==> config.mk <==
export PLATFORM = sky130hd
export DESIGN_NAME = cache_fill_arbiter
export DESIGN_NICKNAME = d
export VERILOG_FILES = /design/src/rtl/cache_fill_arbiter.sv
export SDC_FILE = /design/constraint.sdc
export NUM_CORES = 1
export LEC_CHECK = 0
export CORE_MARGIN = 10
export CORE_UTILIZATION = 35
export CTS_BUF_LIST = sky130_fd_sc_hd__clkbuf_8
export CTS_CLUSTER_DIAMETER = 200
export DETAILED_ROUTE_END_ITERATION = 7
export PLACE_DENSITY = 0.71
export SETUP_SLACK_MARGIN = 0.05
export SLEW_MARGIN = 15
export SYNTH_ARGS = -nofsm -noshare
export SYNTH_HDL_FRONTEND = slang
export SYNTH_SLANG_ARGS = --single-unit
export TNS_END_PERCENT = 10
==> constraint.sdc <==
create_clock -name clk -period 2.8 [get_ports clk]
set_input_delay 0.84 -clock clk [delete_from_list [all_inputs] [get_ports clk]]
set_output_delay 0.84 -clock clk [all_outputs]
set_load 0.02 [all_outputs]
==> src/rtl/cache_fill_arbiter.sv <==
// Two-channel cache-line fill controller: arbitrates I/D misses, streams the line's read
// addresses to memory, writes returned words, then writes the tag of the selected cache.
module cache_fill_arbiter #(
  parameter int unsigned ADDR_W     = 16,
  parameter int unsigned WORD_BYTES = 2,
  parameter int unsigned WORDS      = 8
) (
  input  logic              clk,
  input  logic              rst,
  input  logic              ic_miss,
  input  logic [ADDR_W-1:0] ic_miss_addr,
  input  logic              dc_miss,
  input  logic [ADDR_W-1:0] dc_miss_addr,
  output logic              ic_busy,
  output logic              dc_busy,
  output logic              mem_rd,
  output logic [ADDR_W-1:0] mem_addr,
  input  logic              mem_data_valid,
  input  logic [15:0]       mem_data,
  output logic              fill_sel,
  output logic              fill_data_we,
  output logic [ADDR_W-1:0] fill_addr,
  output logic [15:0]       fill_data,
  output logic              fill_tag_we,
  output logic              fill_done
);

  localparam int unsigned Off   = $clog2(WORDS * WORD_BYTES);
  localparam int unsigned WbSh  = $clog2(WORD_BYTES);
  localparam int unsigned CntW  = $clog2(WORDS) + 1;
  localparam logic [CntW-1:0]   CntWords = CntW'(WORDS);
  localparam logic [CntW-1:0]   CntLast  = CntW'(WORDS - 1);
  localparam logic [CntW-1:0]   CntOne   = CntW'(1);
  localparam logic [ADDR_W-1:0] LineMask = ~ADDR_W'((64'd1 << Off) - 64'd1);

  typedef enum logic [1:0] {StIdle, StFill, StDone} state_e;

  state_e            state_q;
  logic              sel_q;
  logic              last_q;
  logic [ADDR_W-1:0] base_q;
  logic [CntW-1:0]   iss_cnt_q;
  logic [CntW-1:0]   ret_cnt_q;

  logic              grant;
  logic              grant_sel;
  logic [ADDR_W-1:0] grant_addr;
  logic              issue;
  logic              accept;

  // When both caches miss, the channel not served last wins.
  always_comb begin
    grant      = ic_miss | dc_miss;
    grant_sel  = (ic_miss & dc_miss) ? ~last_q : dc_miss;
    grant_addr = grant_sel ? dc_miss_addr : ic_miss_addr;
    issue      = (state_q == StFill) && (iss_cnt_q < CntWords);
    accept     = (state_q == StFill) && mem_data_valid;
  end

  always_ff @(posedge clk or posedge rst) begin
    if (rst) begin
      state_q   <= StIdle;
      sel_q     <= 1'b0;
      last_q    <= 1'b0;
      base_q    <= '0;
      iss_cnt_q <= '0;
      ret_cnt_q <= '0;
    end else begin
      case (state_q)
        StIdle: begin
          if (grant) begin
            sel_q     <= grant_sel;
            base_q    <= grant_addr & LineMask;
            iss_cnt_q <= '0;
            ret_cnt_q <= '0;
            state_q   <= StFill;
          end
        end
        StFill: begin
          if (issue) begin
            iss_cnt_q <= iss_cnt_q + CntOne;
          end
          if (accept) begin
            ret_cnt_q <= ret_cnt_q + CntOne;
            if (ret_cnt_q == CntLast) begin
              state_q <= StDone;
            end
          end
        end
        StDone: begin
          last_q  <= sel_q;
          state_q <= StIdle;
        end
        default: state_q <= StIdle;
      endcase
    end
  end

  // Returned words pass straight through to the data array in their arrival cycle.
  always_comb begin
    mem_rd       = issue;
    mem_addr     = '0;
    fill_sel     = sel_q;
    fill_data_we = accept;
    fill_addr    = '0;
    fill_data    = '0;
    fill_tag_we  = (state_q == StDone);
    fill_done    = (state_q == StDone);
    if (issue) begin
      mem_addr = base_q + (ADDR_W'(iss_cnt_q) << WbSh);
    end
    if (accept) begin
      fill_addr = base_q + (ADDR_W'(ret_cnt_q) << WbSh);
      fill_data = mem_data;
    end else if (state_q == StDone) begin
      fill_addr = base_q;
    end
    ic_busy = ic_miss | ((state_q != StIdle) & ~sel_q);
    dc_busy = dc_miss | ((state_q != StIdle) & sel_q);
  end

endmodule
== Yosys cells after proc, flatten, opt, wreduce, memory -nomap -nowiden ==
Cells that the tools add are included.
Storage, ports and cells
  register bits after elaboration: 24
  bits of input ports: 53
  output and inout bits: 55
Cells by class
  reductions and logical operators: 9
  equal/unequal tests: 7
  bitwise gates (word level): 8
  $add $sub $neg: 4
  muxes and demuxes: 15
  order comparisons: 1
Operators by type and width (number)
  $mux W16: 5
  $add A16 B5 Y16: 2
  $pmux W4 S2: 2
  $mux W4: 3
  $reduce_and A3 Y1: 3
  $add A4 B1 Y4 const B: 2
  $mux W2: 3
  $ne A2 B2 Y1 const B: 3
  $eq A4 B3 Y1 const B: 1
  $lt A4 B4 Y1 const B: 1
  $pmux W2 S2: 1
  $reduce_bool A2 Y1: 2
  $and A1 B1 Y1: 3
  $or A1 B1 Y1: 3
  $eq A2 B1 Y1 const B: 1
  $eq A2 B2 Y1 const B: 1
  $logic_and A1 B1 Y1: 2
  $logic_not A2 Y1: 1
  $ne A2 B1 Y1 const B: 1
  $not A1 Y1: 2
  $reduce_and A2 Y1: 1
  $mux W1: 1

== Longest topological paths before layout ==
Gate-level depths: netlist of run 1.
  word-level depth: 4
  depth in mapped cells: 6
  mapped depth without buffers: 5

== Worst setup path before layout of run 1 ==
OpenSTA, ideal clock, no wires.
  kind: register to output
  start: register base_q[4]
  end: output port mem_addr[14]
  cell stages (with the launch flop): 6
  setup slack: 0.162 ns
  arrival: 1.798 ns
  data required time: 1.960 ns
  cells stage by stage: dfrtp_1 ha_1 ha_1 nand3_1 or4_1 a21oi_1
Between the ends
  cells in the longest elaborated chain, start to end: 2
Ends and longest elaborated chain
  from (decl): line 41  | logic [ADDR_W-1:0] base_q;
  from (signal assigned): line 73  | base_q <= grant_addr & LineMask;
  $add A16 B5 Y16: line 110  | mem_addr = base_q + (ADDR_W'(iss_cnt_q) << WbSh);
  $mux W16: line 109  | if (issue) begin
  to (decl): line 17  | output logic [ADDR_W-1:0] mem_addr,
Every way passes these cells.

== Final worst setup path of run 1 ==
  start: register base_q[4]
  end: output port mem_addr[12]
The elaborated chain is that of the path after synthesis.

==> results.json, run 1 <==
{
  "tightest_slew_ns": 0.6139,
  "hold_path_end": "last_q$_DFFE_PP0N_",
  "drc_errors": 0,
  "worst_slack_ns": 0.003248,
  "ys_warn_count": 0,
  "die-area_um2": 9806,
  "relSlewSlack_pct": 58.92,
  "initial_core_util_pct": 36.49,
  "final-instance-count-excl-fill": 445,
  "rsz0062_at_grt": "yes",
  "cp_top_family": "simple AND/OR/NAND/NOR gates",
  "cts_hold_buf": 0,
  "synthArstFlopShare_pct": 100.0,
  "ys_top_cells_by_area": "dfrtp_1 (27%), and2_1 (7.7%), mux2_2 (7.7%)",
  "core-area_um2": 5991,
  "syn_to_final_growth_pct": 70.06,
  "crit_type": "register to primary output",
  "drt_iter0_drc": 168,
  "dp_cells": 433,
  "synth_top_area_share_pct": 27.48,
  "seq_area_frac_synth_pct": 27.48,
  "cts_tree": "yes",
  "drv_cap": 0,
  "cp_max_fo": 5,
  "htreeDepth": 1,
  "reg2reg_depth": 6,
  "post-place-ws_ns": -0.8263,
  "die_w_um": 99.03,
  "dp.final_hpwl_um": 5818,
  "netlist-cell-type-count": 52,
  "post-route-min-period_ns": 2.797,
  "hold_class": "register to register",
  "whs_path_depth": 2,
  "insertedDiodeCount": 0,
  "place_congestion": 0.8645,
  "path_cells": "ha_4 -> ha_4 -> nand3_4 -> or4_4 -> a21oi_2 -> buf_6",
  "vias": 2372,
  "finalCritPeriodShare_pct": 99.88,
  "post-route-util_pct": 62.05,
  "grt_overflow_total": 0,
  "postRouteAntennaNets": 0,
  "endpoint_kind": "primary output",
  "netlist_area_um2": 2186,
  "fin_skew_ns": 0.004053,
  "r2r_end": "fill_sel$_DFFE_PP0P_",
  "num_io_pins": 108,
  "crit_path_start_kind": "register",
  "clkTransAtPathRegs_ns": 0.10,
  "critPathBufInv": 1,
  "r2r_start": "state_q[1]$_DFFE_PP0P_",
  "grt_max_degree": 25,
  "vias_per_cell": 5.330,
  "status": "complete, no violations",
  "synth_flop_cell": "dfrtp_1",
  "setup_violations": 0,
  "yosys.area.top_type": "dfrtp_1",
  "final_nets": 430,
  "rows": 28,
  "hold_viol": 0,
  "p_leak_nw": 1.605,
  "grt_pass1_wl_um": 11960,
  "fp.dieH_um": 99.03,
  "numCtsBuffers": 3,
  "cts_root_buf": "clkbuf_8",
  "cellPowerDensity_nw_per_um2": 983.9,
  "synth_enable_flop_cells": 0,
  "cts_buffer_depth": 2,
  "clk_latency_ns": 0.27,
  "slowest_stage": "or4_4",
  "crit_required_ns": 1.96,
  "cp.arrival_ns": 1.96,
  "worstHoldStart": "last_q$_DFFE_PP0N_",
  "cp_slowest_stage_delay_ns": 0.50,
  "synth_seq_cells": 24,
  "grt_usage_pct": 14.51,
  "synth_area_per_cell_um2": 9.381,
  "wire_per_inst_um": 17.30,
  "cts_sinks": 24,
  "path_common_cell": "ha_4",
  "peakVddDrop_v": 0.0006556,
  "syn_inst": 233,
  "first_pass_iters": 4,
  "drive_above_1_share_pct": 44.59,
  "fin_setup_tns_ns": 0,
  "grt_pass1_vias": 2335,
  "regToRegSetupSlack_ns": 0.92,
  "drv_slew": 0,
  "fmax_mhz": 357.6,
  "fill_cells": 515,
  "wl_um": 7698,
  "numPortBuffers": 97,
  "antenna_found_initial": 0
}
## final cells by class
class / count / area, um2 / share of cell area (%)
clock buffers: 3 / 41.29 / 1.111
clock inverters: 1 / 30.03 / 0.8078
inverters: 6 / 25.02 / 0.6732
multi-input cells: 182 / 1543 / 41.50
flip-flops and latches: 24 / 603.1 / 16.22
well taps: 75 / 93.84 / 2.524
repair buffers: 154 / 1381 / 37.16
## synthesized netlist by cell type (3+ instances only)
cell type,number
nor2_1,3
dfrtp_1,24
nand3_1,7
or4_1,8
xnor2_1,3
inv_1,4
ha_1,6
buf_2,5
o31ai_1,4
o311ai_0,3
and2_1,27
o21ai_0,13
o211ai_1,5
mux2_2,15
nand3b_1,3
buf_4,10
nand2_1,14
mux2_4,8
nand4_1,4
a21oi_1,11
or3_1,6
buf_6,4
mux2i_1,5
## worst max path at each step
stage	from	to	slack (ns)	depth (start not counted)
6_report	base_q[4]$_DFFE_PP0P_	mem_addr[12]	0.003	6
5_1_grt	base_q[4]$_DFFE_PP0P_	fill_addr[14]	-0.07	7
4_1_cts	base_q[4]$_DFFE_PP0P_	mem_addr[12]	-0.03	6
3_5_place_dp	mem_data_valid	fill_addr[13]	-0.83	5
3_3_place_gp	mem_data_valid	fill_addr[13]	-0.79	5
2_1_floorplan	base_q[4]$_DFFE_PP0P_	mem_addr[14]	0.16	5
## cells by family after synthesis
family | share of synthesized area [%]
other cells | 0.1716
buf+inv | 8.700
fa+ha+maj | 3.434
xor+xnor | 1.202
flops | 27.48
mux | 15.51
compound gates | 14.37
simple gates | 29.14
## routing by layer
metal	share of wire, %	track usage, %	vias to the layer above	wire [um]
li1	-	-	1134	-
met1	41	16.88	1152	3120
met2	53	26.15	76	4068
met3	5.2	3.282	10	403
met4	1.4	3.308	0	105
met5	0	0	-	0
## sequential cells by signal, indices dropped and copies added, names as in the netlist
register / cells
base_q: 12
iss_cnt_q: 4
last_q: 1
state_q: 2
fill_sel: 1
ret_cnt_q: 4
## worst register-to-register path, delay by kind of cell, from the launching register on
kind	cells	cell delay (ns)
muxes	1	0.38
DFF	1	0.41
and+or+nand+nor	2	0.54
buffers and inverters	3	0.45
## stage by stage
stage               hold WS, ns  instance area (um2)  total power, W
floorplan                0.4672                 2190        0.002119
global placement         0.5101                 3480        0.003238
detailed placement       0.5141                 3480        0.003281
CTS                      0.5376                 3563        0.003488
global route             0.5849                 3717        0.003902
finish                   0.5412                 3717        0.003657
## report_power, final
group	internal, W	total [W]	switching [W]
Combinational	0.00127	0.00258	0.00131
Sequential	0.000514	0.000757	0.000243
Clock	0.000191	0.000318	0.000126
## placed cells by master, fill, tap and decap left out, types with 4 or more instances in the layout
cell type and instances:
and2_1 27, o21ai_0 12, a21oi_1 6, nand3_2 4, mux2i_1 5, or3_1 6
mux2_4 8, buf_6 14, buf_2 7, dfrtp_1 22, o31ai_1 4, clkdlybuf4s50_1 46
nand2_1 14, dlygate4sd2_1 4, or4_4 4, clkbuf_2 9, nand4_1 4, ha_4 4
buf_4 54, or4_1 4, o211ai_1 5, a21oi_2 5, clkdlybuf4s15_2 18, nand3_1 4
mux2_2 15
## repair_timing
action,4_1_cts,5_1_grt
buffers inserted,1,7
endpoints found under the setup margin,50,43
pin swaps,4,12
cloned,0,0
resized for setup,175,52
Note: power is estimated with default switching activity, not from simulation.
==> inputs of run 2 (changes only) <==
--- a/config.mk
+++ b/config.mk
@@ -8,9 +8,9 @@
 export CORE_MARGIN = 10
 export CORE_UTILIZATION = 35
 export CTS_BUF_LIST = sky130_fd_sc_hd__clkbuf_8
-export CTS_CLUSTER_DIAMETER = 200
+export CTS_CLUSTER_DIAMETER = 40
 export DETAILED_ROUTE_END_ITERATION = 7
-export PLACE_DENSITY = 0.71
+export PLACE_DENSITY = 0.75
 export SETUP_SLACK_MARGIN = 0.05
 export SLEW_MARGIN = 15
 export SYNTH_ARGS = -nofsm -noshare
==> results.json, run 2 (synthesis results as in run 1) <==
{
  "drc_errors": 0,
  "first_pass_iters": 4,
  "crit_path_start_kind": "register",
  "core-area_um2": 5991,
  "initial_core_util_pct": 36.49,
  "fill_cells": 516,
  "wl_um": 7904,
  "syn_to_final_growth_pct": 64.68,
  "path_cells": "ha_4 -> ha_4 -> nand3_4 -> or4_4 -> a21oi_2 -> buf_4",
  "crit_required_ns": 1.96,
  "antenna_found_initial": 0,
  "tightest_slew_ns": 0.6332,
  "p_leak_nw": 1.579,
  "relSlewSlack_pct": 57.63,
  "cts_hold_buf": 0,
  "hold_viol": 0,
  "place_congestion": 0.8399,
  "fp.dieH_um": 99.03,
  "final-instance-count-excl-fill": 438,
  "fin_setup_tns_ns": -0.02461,
  "final_nets": 423,
  "post-place-ws_ns": -0.8132,
  "post-route-min-period_ns": 2.825,
  "grt_max_degree": 25,
  "drv_slew": 0,
  "vias": 2302,
  "setup_violations": 1,
  "cp_slowest_stage_delay_ns": 0.50,
  "grt_usage_pct": 14.86,
  "cts_buffer_depth": 2,
  "endpoint_kind": "primary output",
  "top_regs": "base_q (12), iss_cnt_q (4), ret_cnt_q (4)",
  "crit_type": "register to primary output",
  "worst_slack_ns": -0.02461,
  "cp.arrival_ns": 1.98,
  "violations": "setup timing",
  "dp.final_hpwl_um": 5806,
  "largest_reg_flops": 12,
  "final_cell_mix": "buf_4 (58), clkdlybuf4s50_1 (46), and2_1 (27)",
  "post-route-util_pct": 60.09,
  "grt_pass1_vias": 2355,
  "slowest_stage": "or4_4",
  "regMostFlops": "base_q",
  "drt_iter0_drc": 172,
  "clkTransAtPathRegs_ns": 0.09,
  "vias_per_cell": 5.256,
  "clk_latency_ns": 0.27,
  "power_w": 0.003619,
  "die_w_um": 99.03,
  "hold_class": "register to register",
  "drv_cap": 0,
  "grt_overflow_total": 0,
  "num_io_pins": 108,
  "wire_per_inst_um": 18.05,
  "cellPowerDensity_nw_per_um2": 1005,
  "numPortBuffers": 97,
  "htreeDepth": 1,
  "postRouteAntennaNets": 0,
  "numCtsBuffers": 3,
  "fin_skew_ns": 0.009070,
  "drive_above_1_share_pct": 44.63,
  "dp_cells": 430,
  "insertedDiodeCount": 0,
  "cts_sinks": 24,
  "fmax_mhz": 354.0,
  "status": "finished, violations left",
  "cp_max_fo": 7,
  "peakVddDrop_v": 0.0007612,
  "cts_root_buf": "clkbuf_8",
  "cts_tree": "yes",
  "rsz0062_at_grt": "yes",
  "mostFrequentLayoutCell": "buf_4",
  "grt_pass1_wl_um": 12350,
  "die-area_um2": 9806,
  "rows": 28,
  "path_common_cell": "ha_4",
  "finalCritPeriodShare_pct": 100.9
}
[run 2: cell types whose count changed in the layout (fill, tap and decap cells not counted), sizes merged]
| cell | change |
|---|---|
| dlygate4sd2 | -1 |
| buf | +12 |
| clkdlybuf4s15 | -16 |
| clkbuf | -2 |
[run 2: layer usage]
metal,part of all wire [%],global-route usage [%],up-vias
met5,0,0,-
met4,0.67,2.867,0
met3,6.5,3.561,8
met2,53,26.15,77
met1,40,17.86,1104
li1,-,-,1113
[run 2: repair_timing]
action / in CTS / in global routing
pin swaps: 5 / 7
setup endpoints to repair: 50 / 45
gates resized for setup: 201 / 55
setup buffers: 2 / 2
[run 2: area by class of cell]
class | count | area [um2] | share of cell area, %
Clock inverter | 1 | 30.03 | 0.8342
Multi-Input combinational cell | 182 | 1565 | 43.48
Inverter | 6 | 22.52 | 0.6257
Timing Repair Buffer | 147 | 1242 | 34.52
Tap cell | 75 | 93.84 | 2.607
Clock buffer | 3 | 41.29 | 1.147
Sequential cell | 24 | 604.3 | 16.79
[run 2: critical path: cells and delay by family (launching register included)]
| family | cells | cell delay (ns) |
|---|---|---|
| buffers and inverters | 1 | 0.17 |
| flip-flops | 1 | 0.42 |
| AO/OA/AOI/OAI | 1 | 0.18 |
| AND/OR/NAND/NOR | 2 | 0.62 |
| adder cells (fa/ha/maj) | 2 | 0.32 |
[run 2: worst paths after layout]
kind,start,endpoint,slack (ns),depth (start not counted)
max in group asynchronous,rst,base_q[6]$_DFFE_PP0P_,1.62,3
worst max-delay path,base_q[4]$_DFFE_PP0P_,mem_addr[12],-0.02,6
worst max register to register,state_q[0]$_DFFE_PP0P_,fill_sel$_DFFE_PP0P_,0.93,5
worst min register to register,last_q$_DFFE_PP0N_,last_q$_DFFE_PP0N_,0.54,2
min in group asynchronous,rst,iss_cnt_q[0]$_DFFE_PP0P_,0.91,3
worst min-delay path,last_q$_DFFE_PP0N_,last_q$_DFFE_PP0N_,0.54,2
[run 2: power by group]
group	switching, W	leakage (nW)	internal, W
registers	0.000253	0.287	0.000515
logic	0.00132	1.26	0.00122
clock network	0.000124	0.0357	0.000191
total	0.00169	1.58	0.00192
[run 2: per-stage QoR]
step           cell area, um2  hold slack [ns]
2_1_floorplan            2190           0.4672
3_3_place_gp             3470           0.5087
3_5_place_dp             3470           0.5076
4_1_cts                  3470           0.5284
5_1_grt                  3600           0.5713
6_report                 3600           0.5367
